--- src/rtl/ram_banked_ctrl_pkg.sv ---
// Shared constants and types for the banked data-memory subsystem.
// Build option: define RAM_PARITY_EN to store an even-parity bit with every GP word.
package ram_banked_ctrl_pkg;
    localparam logic [7:0] GP_RAM_BASE  = 8'h40;
    localparam logic [7:0] REG_SWITCHES = 8'h10;
    localparam logic [7:0] REG_TEMP     = 8'h11;

    typedef enum logic {CLEAR, READY} ram_fsm_t;

    // Which storage the last read came from; selects the held DataOut source.
    typedef enum logic [1:0] {SRC_ZERO, SRC_REG, SRC_GP} rd_src_t;
endpackage

--- src/rtl/ram_banked_ctrl_if.sv ---
// CPU-side bus of the banked data memory: request signals in, read data and status out.
interface ram_banked_ctrl_if #(
    parameter int DATA_W = 8,
    parameter int ADDR_W = 8
);
    logic              Cs;
    logic              Wen;
    logic              Oen;
    logic [ADDR_W-1:0] Address;
    logic [DATA_W-1:0] DataIn;
    logic [DATA_W-1:0] DataOut;
    logic              RdValid;
    logic              Busy;
    logic              AccessErr;
    logic              ParityErr;
    logic [DATA_W-1:0] Switches;
    logic [DATA_W-1:0] Temp;

    modport master (
        output Cs, Wen, Oen, Address, DataIn,
        input  DataOut, RdValid, Busy, AccessErr, ParityErr, Switches, Temp
    );
    modport slave (
        input  Cs, Wen, Oen, Address, DataIn,
        output DataOut, RdValid, Busy, AccessErr, ParityErr, Switches, Temp
    );
endinterface

--- src/rtl/ram_banked_ctrl_bank.sv ---
// Single-port synchronous RAM bank; the read register only loads on re_i, so it holds between reads.
module ram_banked_ctrl_bank #(
    parameter int DEPTH = 32,
    parameter int WIDTH = 8,
    localparam int AW   = $clog2(DEPTH)
) (
    input  logic             clk_i,
    input  logic             we_i,
    input  logic             re_i,
    input  logic [AW-1:0]    addr_i,
    input  logic [WIDTH-1:0] wdata_i,
    output logic [WIDTH-1:0] rdata_o
);
    logic [WIDTH-1:0] mem_q [DEPTH];
    logic [WIDTH-1:0] rdata_q;

    always_ff @(posedge clk_i) begin
        if (we_i) mem_q[addr_i] <= wdata_i;
        if (re_i) rdata_q <= mem_q[addr_i];
    end

    assign rdata_o = rdata_q;
endmodule

--- src/rtl/ram_banked_ctrl.sv ---
// Data-memory subsystem: register region below GP_BASE, NUM_BANKS GP RAM banks above it,
// post-reset zero-fill, access-error flag. Define RAM_PARITY_EN for per-word parity checking.
module ram_banked_ctrl
    import ram_banked_ctrl_pkg::*;
#(
    parameter int              DATA_W     = 8,
    parameter int              ADDR_W     = 8,
    parameter logic [ADDR_W-1:0] GP_BASE  = ADDR_W'(GP_RAM_BASE),
    parameter int              NUM_BANKS  = 4,
    parameter int              BANK_DEPTH = 32
) (
    input  logic clk_i,
    input  logic rst_i,
    ram_banked_ctrl_if.slave bus
);
    localparam int OFF_W  = $clog2(BANK_DEPTH);
    localparam int BANK_W = (NUM_BANKS > 1) ? $clog2(NUM_BANKS) : 1;
    localparam int NREG   = int'(GP_BASE);
    localparam int REG_AW = (NREG > 1) ? $clog2(NREG) : 1;
    localparam int GP_END = NREG + NUM_BANKS * BANK_DEPTH;
`ifdef RAM_PARITY_EN
    localparam int BW = DATA_W + 1;
`else
    localparam int BW = DATA_W;
`endif

    ram_fsm_t                         state_q, state_d;
    logic [OFF_W-1:0]                 clr_ptr_q, clr_ptr_d;
    logic [NREG-1:0][DATA_W-1:0]      regs_q;
    logic [DATA_W-1:0]                reg_rd_q;
    rd_src_t                          src_q;
    logic [BANK_W-1:0]                rsel_q;
    logic                             rd_vld_q, aerr_q;

    logic [NUM_BANKS-1:0]             bank_we, bank_re;
    logic [OFF_W-1:0]                 bank_addr;
    logic [BW-1:0]                    bank_wd, gp_wd, gp_q;
    logic [NUM_BANKS-1:0][BW-1:0]     bank_q;

    logic              ready, is_reg, is_gp, wr, rd, bad;
    logic [ADDR_W-1:0] rel;
    logic [OFF_W-1:0]  off;
    logic [BANK_W-1:0] bsel;
    logic [REG_AW-1:0] ridx;

    assign ready  = (state_q == READY);
    assign is_reg = 32'(bus.Address) < 32'(NREG);
    assign is_gp  = !is_reg && (32'(bus.Address) < 32'(GP_END));
    assign rel    = bus.Address - GP_BASE;
    assign off    = rel[OFF_W-1:0];
    assign bsel   = BANK_W'(rel >> OFF_W);
    assign ridx   = bus.Address[REG_AW-1:0];

    // Write beats read when both enables are high.
    assign wr  = bus.Cs & bus.Wen & ready;
    assign rd  = bus.Cs & bus.Oen & ~bus.Wen & ready;
    assign bad = bus.Cs & (~ready | ((bus.Wen | bus.Oen) & ~is_reg & ~is_gp));

`ifdef RAM_PARITY_EN
    assign gp_wd = {^bus.DataIn, bus.DataIn};
`else
    assign gp_wd = bus.DataIn;
`endif

    always_ff @(posedge clk_i) begin
        if (rst_i) begin
            state_q   <= CLEAR;
            clr_ptr_q <= '0;
        end else begin
            state_q   <= state_d;
            clr_ptr_q <= clr_ptr_d;
        end
    end

    // CLEAR zeroes one offset in every bank per cycle; READY routes bus accesses.
    always_comb begin
        state_d   = state_q;
        clr_ptr_d = clr_ptr_q;
        bank_we   = '0;
        bank_re   = '0;
        bank_addr = off;
        bank_wd   = gp_wd;
        case (state_q)
            CLEAR: begin
                bank_we   = '1;
                bank_addr = clr_ptr_q;
                bank_wd   = '0;
                clr_ptr_d = clr_ptr_q + 1'b1;
                if (clr_ptr_q == OFF_W'(BANK_DEPTH - 1)) state_d = READY;
            end
            READY: begin
                for (int b = 0; b < NUM_BANKS; b++) begin
                    bank_we[b] = wr & is_gp & (bsel == BANK_W'(b));
                    bank_re[b] = rd & is_gp & (bsel == BANK_W'(b));
                end
            end
            default: state_d = CLEAR;
        endcase
    end

    always_ff @(posedge clk_i) begin
        if (rst_i) begin
            regs_q   <= '0;
            reg_rd_q <= '0;
            src_q    <= SRC_ZERO;
            rsel_q   <= '0;
            rd_vld_q <= 1'b0;
            aerr_q   <= 1'b0;
        end else begin
            rd_vld_q <= rd;
            aerr_q   <= bad;
            if (wr && is_reg) regs_q[ridx] <= bus.DataIn;
            if (rd) begin
                src_q  <= is_reg ? SRC_REG : (is_gp ? SRC_GP : SRC_ZERO);
                rsel_q <= bsel;
                if (is_reg) reg_rd_q <= regs_q[ridx];
            end
        end
    end

    for (genvar g = 0; g < NUM_BANKS; g++) begin : g_bank
        ram_banked_ctrl_bank #(.DEPTH(BANK_DEPTH), .WIDTH(BW)) u_bank (
            .clk_i   (clk_i),
            .we_i    (bank_we[g]),
            .re_i    (bank_re[g]),
            .addr_i  (bank_addr),
            .wdata_i (bank_wd),
            .rdata_o (bank_q[g])
        );
    end

    // Every source is a register that only reloads on a read, so DataOut holds between reads.
    assign gp_q = bank_q[rsel_q];

    always_comb begin
        bus.DataOut = '0;
        case (src_q)
            SRC_REG: bus.DataOut = reg_rd_q;
            SRC_GP:  bus.DataOut = gp_q[DATA_W-1:0];
            default: bus.DataOut = '0;
        endcase
    end

`ifdef RAM_PARITY_EN
    assign bus.ParityErr = rd_vld_q && (src_q == SRC_GP) && ((^gp_q[DATA_W-1:0]) != gp_q[DATA_W]);
`else
    assign bus.ParityErr = 1'b0;
`endif

    assign bus.RdValid   = rd_vld_q;
    assign bus.AccessErr = aerr_q;
    assign bus.Busy      = (state_q == CLEAR);
    assign bus.Switches  = regs_q[REG_SWITCHES[REG_AW-1:0]];
    assign bus.Temp      = regs_q[REG_TEMP[REG_AW-1:0]];
endmodule

--- src/flat_wrapper.sv ---
// flat-port wrapper written by rule: the top's interface ports become plain ports
module ram_banked_ctrl_flat import ram_banked_ctrl_pkg::*;
#(
    parameter int              DATA_W     = 8,
    parameter int              ADDR_W     = 8,
    parameter logic [ADDR_W-1:0] GP_BASE  = ADDR_W'(GP_RAM_BASE),
    parameter int              NUM_BANKS  = 4,
    parameter int              BANK_DEPTH = 32
)
  (clk_i, rst_i, bus_Cs, bus_Wen, bus_Oen, bus_Address, bus_DataIn, bus_DataOut, bus_RdValid, bus_Busy, bus_AccessErr, bus_ParityErr, bus_Switches, bus_Temp);
  ram_banked_ctrl_if #(.DATA_W(DATA_W), .ADDR_W(ADDR_W)) bus_i ();
  input  logic clk_i;
  input  logic rst_i;
  input wire logic [$bits(bus_i.Cs)-1:0] bus_Cs;
  input wire logic [$bits(bus_i.Wen)-1:0] bus_Wen;
  input wire logic [$bits(bus_i.Oen)-1:0] bus_Oen;
  input wire logic [$bits(bus_i.Address)-1:0] bus_Address;
  input wire logic [$bits(bus_i.DataIn)-1:0] bus_DataIn;
  output wire logic [$bits(bus_i.DataOut)-1:0] bus_DataOut;
  output wire logic [$bits(bus_i.RdValid)-1:0] bus_RdValid;
  output wire logic [$bits(bus_i.Busy)-1:0] bus_Busy;
  output wire logic [$bits(bus_i.AccessErr)-1:0] bus_AccessErr;
  output wire logic [$bits(bus_i.ParityErr)-1:0] bus_ParityErr;
  output wire logic [$bits(bus_i.Switches)-1:0] bus_Switches;
  output wire logic [$bits(bus_i.Temp)-1:0] bus_Temp;
  assign bus_i.Cs = bus_Cs;
  assign bus_i.Wen = bus_Wen;
  assign bus_i.Oen = bus_Oen;
  assign bus_i.Address = bus_Address;
  assign bus_i.DataIn = bus_DataIn;
  assign bus_DataOut = bus_i.DataOut;
  assign bus_RdValid = bus_i.RdValid;
  assign bus_Busy = bus_i.Busy;
  assign bus_AccessErr = bus_i.AccessErr;
  assign bus_ParityErr = bus_i.ParityErr;
  assign bus_Switches = bus_i.Switches;
  assign bus_Temp = bus_i.Temp;
  ram_banked_ctrl #(.DATA_W(DATA_W), .ADDR_W(ADDR_W), .GP_BASE(GP_BASE), .NUM_BANKS(NUM_BANKS), .BANK_DEPTH(BANK_DEPTH)) u_core (.clk_i(clk_i), .rst_i(rst_i), .bus(bus_i));
endmodule
--- config.mk ---
export PLATFORM = sky130hd
export DESIGN_NAME = ram_banked_ctrl_flat
export DESIGN_NICKNAME = d
export VERILOG_FILES = /design/src/rtl/ram_banked_ctrl_pkg.sv /design/src/rtl/ram_banked_ctrl_if.sv /design/src/rtl/ram_banked_ctrl_bank.sv /design/src/rtl/ram_banked_ctrl.sv /design/src/flat_wrapper.sv
export SDC_FILE = /design/constraint.sdc
export NUM_CORES = 2
export LEC_CHECK = 0
export ABC_AREA = 1
export BUFFER_PORTS_ARGS = -buffer_cell sky130_fd_sc_hd__buf_2
export CAP_MARGIN = 20
export CORE_MARGIN = 1
export CORE_UTILIZATION = 42
export CTS_CLUSTER_DIAMETER = 100
export DETAILED_ROUTE_END_ITERATION = 16
export PLACE_DENSITY_LB_ADDON = 0.15
export SYNTH_ARGS = -nofsm -noshare
export SYNTH_HDL_FRONTEND = slang
export SYNTH_SLANG_ARGS = --single-unit
--- constraint.sdc ---
create_clock -name clk_i -period 3.9 [get_ports clk_i]
set_input_delay 0.585 -clock clk_i [delete_from_list [all_inputs] [get_ports clk_i]]
set_output_delay 0.585 -clock clk_i [all_outputs]
set_load 0.05 [all_outputs]
# [Yosys cells after proc, flatten, opt, wreduce, memory -nomap -nowiden]
# Memories as Yosys holds them, arrays and structs flattened. A register that Yosys moved wholly into a read port is not among the register bits.
# Cells that the tools add are included.
[totals] in_bits=21 out_inout_bits=28 word_cells=142 n_memories=4 ram_bits=1024 regBits=532
[op_classes] eq_ne=6 muxes=24 add_sub_neg=2 order_cmp=5 bitwise=24 n_reduce_logical=6
[memory_table] memory="u_core.g_bank[0].u_bank.mem_q" words=32 word_bits=8 read_ports=1 rd_ports_with_merged_regs=1 write_ports=1 line_no="ram_banked_ctrl_bank.sv:14" text="logic [WIDTH-1:0] mem_q [DEPTH];"
[memory_table] memory="u_core.g_bank[1].u_bank.mem_q" words=32 word_bits=8 read_ports=1 rd_ports_with_merged_regs=1 write_ports=1 line_no="ram_banked_ctrl_bank.sv:14"
[memory_table] memory="u_core.g_bank[2].u_bank.mem_q" words=32 word_bits=8 read_ports=1 rd_ports_with_merged_regs=1 write_ports=1 line_no="ram_banked_ctrl_bank.sv:14"
[memory_table] memory="u_core.g_bank[3].u_bank.mem_q" words=32 word_bits=8 read_ports=1 rd_ports_with_merged_regs=1 write_ports=1 line_no="ram_banked_ctrl_bank.sv:14"
[ops] operator="bitwise mux 512 bit" n=1
[ops] operator="binary-select mux 8 bit (select 6 bit)" n=1
[ops] operator="demux 8 bit (select 6 bit)" n=1
[ops] operator="two-way mux 8 bit" n=4
[ops] operator="bitwise AND 1 bit" n=18
[ops] operator="binary-select mux 8 bit (select 2 bit)" n=1
[ops] operator="one-hot mux 8 bit (2 select lines)" n=1
[ops] operator="two-way mux 1 bit" n=10
[ops] operator="< comparator 8 x 7 -> 1 bit (second input constant)" n=1
[ops] operator="< comparator 8 bit (second input constant)" n=1
[ops] operator="one-hot mux 4 bit (2 select lines)" n=1
[ops] operator="< comparator 6 x 7 -> 1 bit (second input constant)" n=1
[ops] operator="subtractor 7 bit (second input constant)" n=1
[ops] operator="equality test 2 bit (second input constant)" n=3
[ops] operator="greater-or-equal comparator 6 x 1 -> 1 bit (second input constant)" n=1
[ops] operator="adder 5 x 1 -> 5 bit (second input constant)" n=1
[ops] operator="equality test 5 bit (second input constant)" n=1
[ops] operator="two-way mux 5 bit" n=1
[ops] operator="equality test 2 x 1 -> 1 bit (second input constant)" n=2
[ops] operator="two-way mux 2 bit" n=2
[ops] operator="two-way mux 4 bit" n=1
[ops] operator="NOT 1 bit" n=4
[ops] operator="logical AND 1 bit" n=3
[ops] operator="< comparator 2 x 3 -> 1 bit (second input constant)" n=1
[ops] operator="other kinds (4)" n=5

# [Longest topological paths before layout]
[logic_depth] ltp_word=8 depth_mapped=15 mapped_depth_nobuf=12

# [Hierarchy]
# From an unflattened synthesis, not the netlist that was laid out.
[hier_totals] cells_unflattened=7827 area_unflattened_um2=68680.9
[modules_own_cells] mod="ram_banked_ctrl_bank" cells_each=1063 seq_area_each_um2=7927.6 n_inst=4 area_each_um2=11068.1
[modules_own_cells] mod="ram_banked_ctrl" cells_each=3575 seq_area_each_um2=10650.2 n_inst=1 area_each_um2=24408.4

# [Worst setup path after synthesis]
# No wires, ideal clock.
[synth_path] path_kind="input to register" start="in bus_DataIn[7]" end="mem u_core.g_bank[0].u_bank.mem_q[0][7], data pin" setup_time_ns=0.486 arrival_time_ns=2.563 cell_stages=4 path_buffers=2 t_required_ns=3.414 setup_slack_ns=0.851 path_cell_list="clkbuf_1 > buf_1 > nand2_1 > inv_1"
[synth_between] elab_chain_len=1
[synth_rtl] element="start, declared" line_no="flat_wrapper.sv:18" text="input wire logic [$bits(bus_i.DataIn)-1:0] bus_DataIn;"
[synth_rtl] element="two-way mux 8 bit" line_no="ram_banked_ctrl.sv:83" text="case (state_q)"
[synth_rtl] element="via u_core.bank_wd[7]" line_no="ram_banked_ctrl.sv:37" text="logic [BW-1:0] bank_wd, gp_wd, gp_q;"
[synth_rtl] element="end, declared" line_no="ram_banked_ctrl_bank.sv:14"
# The timed path passes the listed nets, and every way through them passes these cells.

# [Final worst setup path]
[layout_path] start="reg u_core.rsel_q[0]" end="out bus_DataOut[1]"
[layout_between] elab_chain_len=3
[layout_rtl] element="start, declared" line_no="ram_banked_ctrl.sv:32" text="logic [BANK_W-1:0] rsel_q;"
[layout_rtl] element="start signal, assigned" line_no="ram_banked_ctrl.sv:115" text="rsel_q <= bsel;"
[layout_rtl] element="binary-select mux 8 bit (select 2 bit)" line_no="ram_banked_ctrl.sv:133" text="assign gp_q = bank_q[rsel_q];"
[layout_rtl] element="two-way mux 8 bit (not written as such)" line_no="ram_banked_ctrl.sv:133"
[layout_rtl] element="one-hot mux 8 bit (2 select lines)" line_no="ram_banked_ctrl.sv:137" text="case (src_q)"
[layout_rtl] element="end, declared" line_no="flat_wrapper.sv:19" text="output wire logic [$bits(bus_i.DataOut)-1:0] bus_DataOut;"
# Every way passes these cells. The select of a mux whose other input is x is not followed.

==> metrics.yaml <==
clock_tree:
  cts_sinks: 1588
  cts_buffers: 168
  insertion_delay_ns: 0.80
  cts.clk_slew.worst_paths_ns: 0.06
  cts_max_level: 4
  ctsResizeCount: 0
  cts_root_buf: "clkbuf_16"
  post-cts-setup-buffers: 0
  cts_tree: "yes"
  clock_path_buffers: 3
  hold_buffers: 0
logic_synthesis:
  syn_area_um2: 66500
  synth_top_family_by_area: "simple AND/OR/NAND/NOR gates"
  synth_compound_area_share_pct: 9.20
  synth_fa_ha_area_share_pct: 0.0941
  synth-simple-area-share_pct: 21.1
  yosys_warnings: 0
  synthXorXnorAreaFrac_pct: 0
  syn_inst: 7285
  synth_nets: 7311
  ys_types: 31
  ys_ff_latch: 1588
  synth.area.mux_share_pct: 0
  ys_seq_area_share_pct: 63.7
  synth_area_per_cell_um2: 9.12
final_layout:
  post_route_cells_drive_above_1_share_pct: 8.62
  fin_cells: 9523
  syn_to_final_growth_pct: 13.3
  layout.nets: 7357
die:
  fp.dieW_um: 400
  placementRows: 145
  io-pin-count: 49
  die_area_um2: 160000
  core_region_area_um2: 157000
  initial_core_util_pct: 42.5
  die_y_um: 400
critical_path:
  ff2ff_path_depth: 7
  crit_end: "bus_DataOut[1]"
  start_kind: "flop"
  criticalPathCategory: "reg -> out"
  cp_max_fo: 17
  cp.arrival_ns: 3.17
  r2r-start: "u_core.ready$_SDFF_PP0_"
  cp-startpoint: "u_core.rsel_q[0]$_SDFFE_PP0N_"
  cp.required_ns: 3.31
  r2r_setup_slack_ns: 0.60
  cp-end-kind: "output port"
  reg2reg_to: "u_core.g_bank[2].u_bank.mem_q[25][2]$_DFFE_PP_"
route:
  route.vias.total: 49700
  vias_per_cell: 5.22
  drc_errors: 0
  antenna_left: 0
  dr.pass1.iters: 6
  drtIter0Drc: 4940
  finalWirelength_um: 197000
  wl_per_cell_um: 20.7
sta:
  finalCritPeriodShare_pct: 96.3
  max_freq_mhz: 266
  finalHoldViolations: 0
  slew_violations: 0
  hold_ws_ns: 0.136
  slew_headroom_pct: 32.9
  clock_skew_ns: 0.0378
  rsz0062_at_grt: "false"
  period_minus_slack_ns: 3.76
  tns_ns: 0
  setup_violations: 0
  worstMarginPinSlew_ns: 1.01
placement:
  port_buffers: 47
  dp_hpwl_um: 122000
  placed_cells: 9219
  gp_congestion: 0.882
global_routing:
  grt-ovfl-total: 0
  grt_antenna_before_repair: 10
  grt_pass1_vias: 45900
  grt_pass1_wl_um: 293000
  track_usage_pct: 24.3
  grt_max_degree: 161
run_status:
  status: "complete, no violations"
pwr:
  p_leak_nw: 29.6
  power_w: 0.0357
  powerDensity_nw_per_um2: 474
  vdd_drop_max_mv: 0.468
run:
  drv_cap: 0
worst_hold_path:
  min_path_type: "in -> reg"
-- worst min path at each step --
stage                                    start                               to  slack (ns)  depth (start not counted)
2_1_floorplan  u_core.regs_q[118]$_SDFFE_PP0P_  u_core.regs_q[118]$_SDFFE_PP0P_        0.42                          2
3_3_place_gp   u_core.regs_q[278]$_SDFFE_PP0P_  u_core.regs_q[278]$_SDFFE_PP0P_        0.43                          2
3_5_place_dp   u_core.regs_q[470]$_SDFFE_PP0P_  u_core.regs_q[470]$_SDFFE_PP0P_        0.44                          2
4_1_cts                          bus_DataIn[4]   u_core.regs_q[12]$_SDFFE_PP0P_        0.08                          3
5_1_grt                                 bus_Cs  u_core.bus.AccessErr$_SDFF_PP0_        0.11                          2
6_report                         bus_DataIn[4]   u_core.regs_q[12]$_SDFFE_PP0P_        0.14                          3
-- through the flow --
step | instance area, um2 | setup slack [ns] | utilization (%)
global route | 75300 | 0.0497 | 48.1
finish | 75300 | 0.145 | 48.1
floorplan | 66500 | 0.851 | -
global placement | 70000 | 0.536 | 44.7
CTS | 75300 | 0.263 | 48.1
detailed placement | 70100 | 0.492 | 44.8
-- routing by layer --
layer	vias up	GRT usage [%]	share of wire (%)
met1	23800	36.4	47
li1	24000	-	-
met4	6	6.47	2.2
met3	258	4.35	7.6
met5	-	0	0.020
met2	1608	36.1	43
-- critical path, stage by stage (launching register included) --
cell,delay [ns]
dfxtp_1,0.48
inv_1,0.44
o21ai_0,0.14
o22ai_1,0.38
nand2_1,0.11
a21oi_1,0.45
buf_2,0.36
-- registers in the layout, indices dropped and copies added (netlist names), 2 cells and up --
| name | cells |
|---|---|
| u_core.clr_ptr_q | 5 |
| u_core.reg_rd_q | 8 |
| u_core.g_bank.u_bank.rdata_o | 32 |
| u_core.rsel_q | 2 |
| u_core.bus.Switches | 8 |
| u_core.regs_q | 496 |
| u_core.src_q | 2 |
| u_core.g_bank.u_bank.mem_q | 1024 |
| u_core.bus.Temp | 8 |
-- cells in the mapped netlist, drive strengths merged --
cell type / n / area (um2)
buf: 146 / 764
ha: 5 / 62.6
nor2: 400 / 1510
o211ai: 63 / 473
a31oi: 4 / 25.0
nand2: 2644 / 9920
o21a: 1 / 7.51
edfxtp: 1056 / 31700
conb: 1 / 3.75
clkbuf: 323 / 1210
dfxtp: 532 / 10700
or2: 16 / 100
nand3: 444 / 2220
nor3: 26 / 254
o22ai: 8 / 50.1
o211a: 1 / 10.0
o21ai: 622 / 3140
inv: 514 / 1930
a21oi: 479 / 2410
-- kinds of logic (layout without fill, tap and decap cells) --
logic type      count (synthesis)  count (layout)
buf+inv                       983            1159
simple gates                 3530            3530
other cells                     1               5
compound gates               1178            1178
fa+ha+maj                       5               5
flops                        1588            1588
-- power breakdown --
| group | leakage, nW | switching (W) | internal, W |
|---|---|---|---|
| logic | 13.4 | 0.00176 | 0.000667 |
| clock network | 2.56 | 0.00665 | 0.00869 |
| registers | 13.6 | 0.0000277 | 0.0179 |
| total | 29.6 | 0.00844 | 0.0273 |
-- placed cells by master (no fill, tap or decap), types with 3 or more instances in the layout --
cell type  netlist  final
inv_4            2     10
buf_2           92     46
nor2_2           5      5
edfxtp_1      1056   1056
bufinv_16        0      5
buf_4           25    269
dfxtp_1        532    532
o22ai_1          8      8
buf_12           0     28
nand3_1        444    444
nor3_2           9      8
o211ai_1        63     63
clkbuf_1       321     53
clkbuf_16        0    173
or2_2           16     16
a21oi_1        477    477
diode_2          0      4
a31oi_4          0      4
clkinv_16        0      3
inv_1          504    494
nor3_4           7      8
nor2_1         395    390
nor3_1          10     10
inv_2            8      7
clkinv_2         0     26
clkbuf_8         0     10
o21ai_0        620    620
ha_1             5      5
nand2_1       2644   2643
inv_6            0      4
clkinv_1         0     20
nor2_4           0      5
-- area by class of cell --
type	instances	area, um2
Fill cell	14700	81300
Sequential cell	1588	42400
Multi-Input combinational cell	4714	20300
Clock buffer	237	4670
Timing Repair Buffer	345	2850
Tap cell	2058	2570
Inverter	514	1970
Clock inverter	63	561
Antenna cell	4	10.0
No activity file was read; power rests on OpenSTA's default activity.
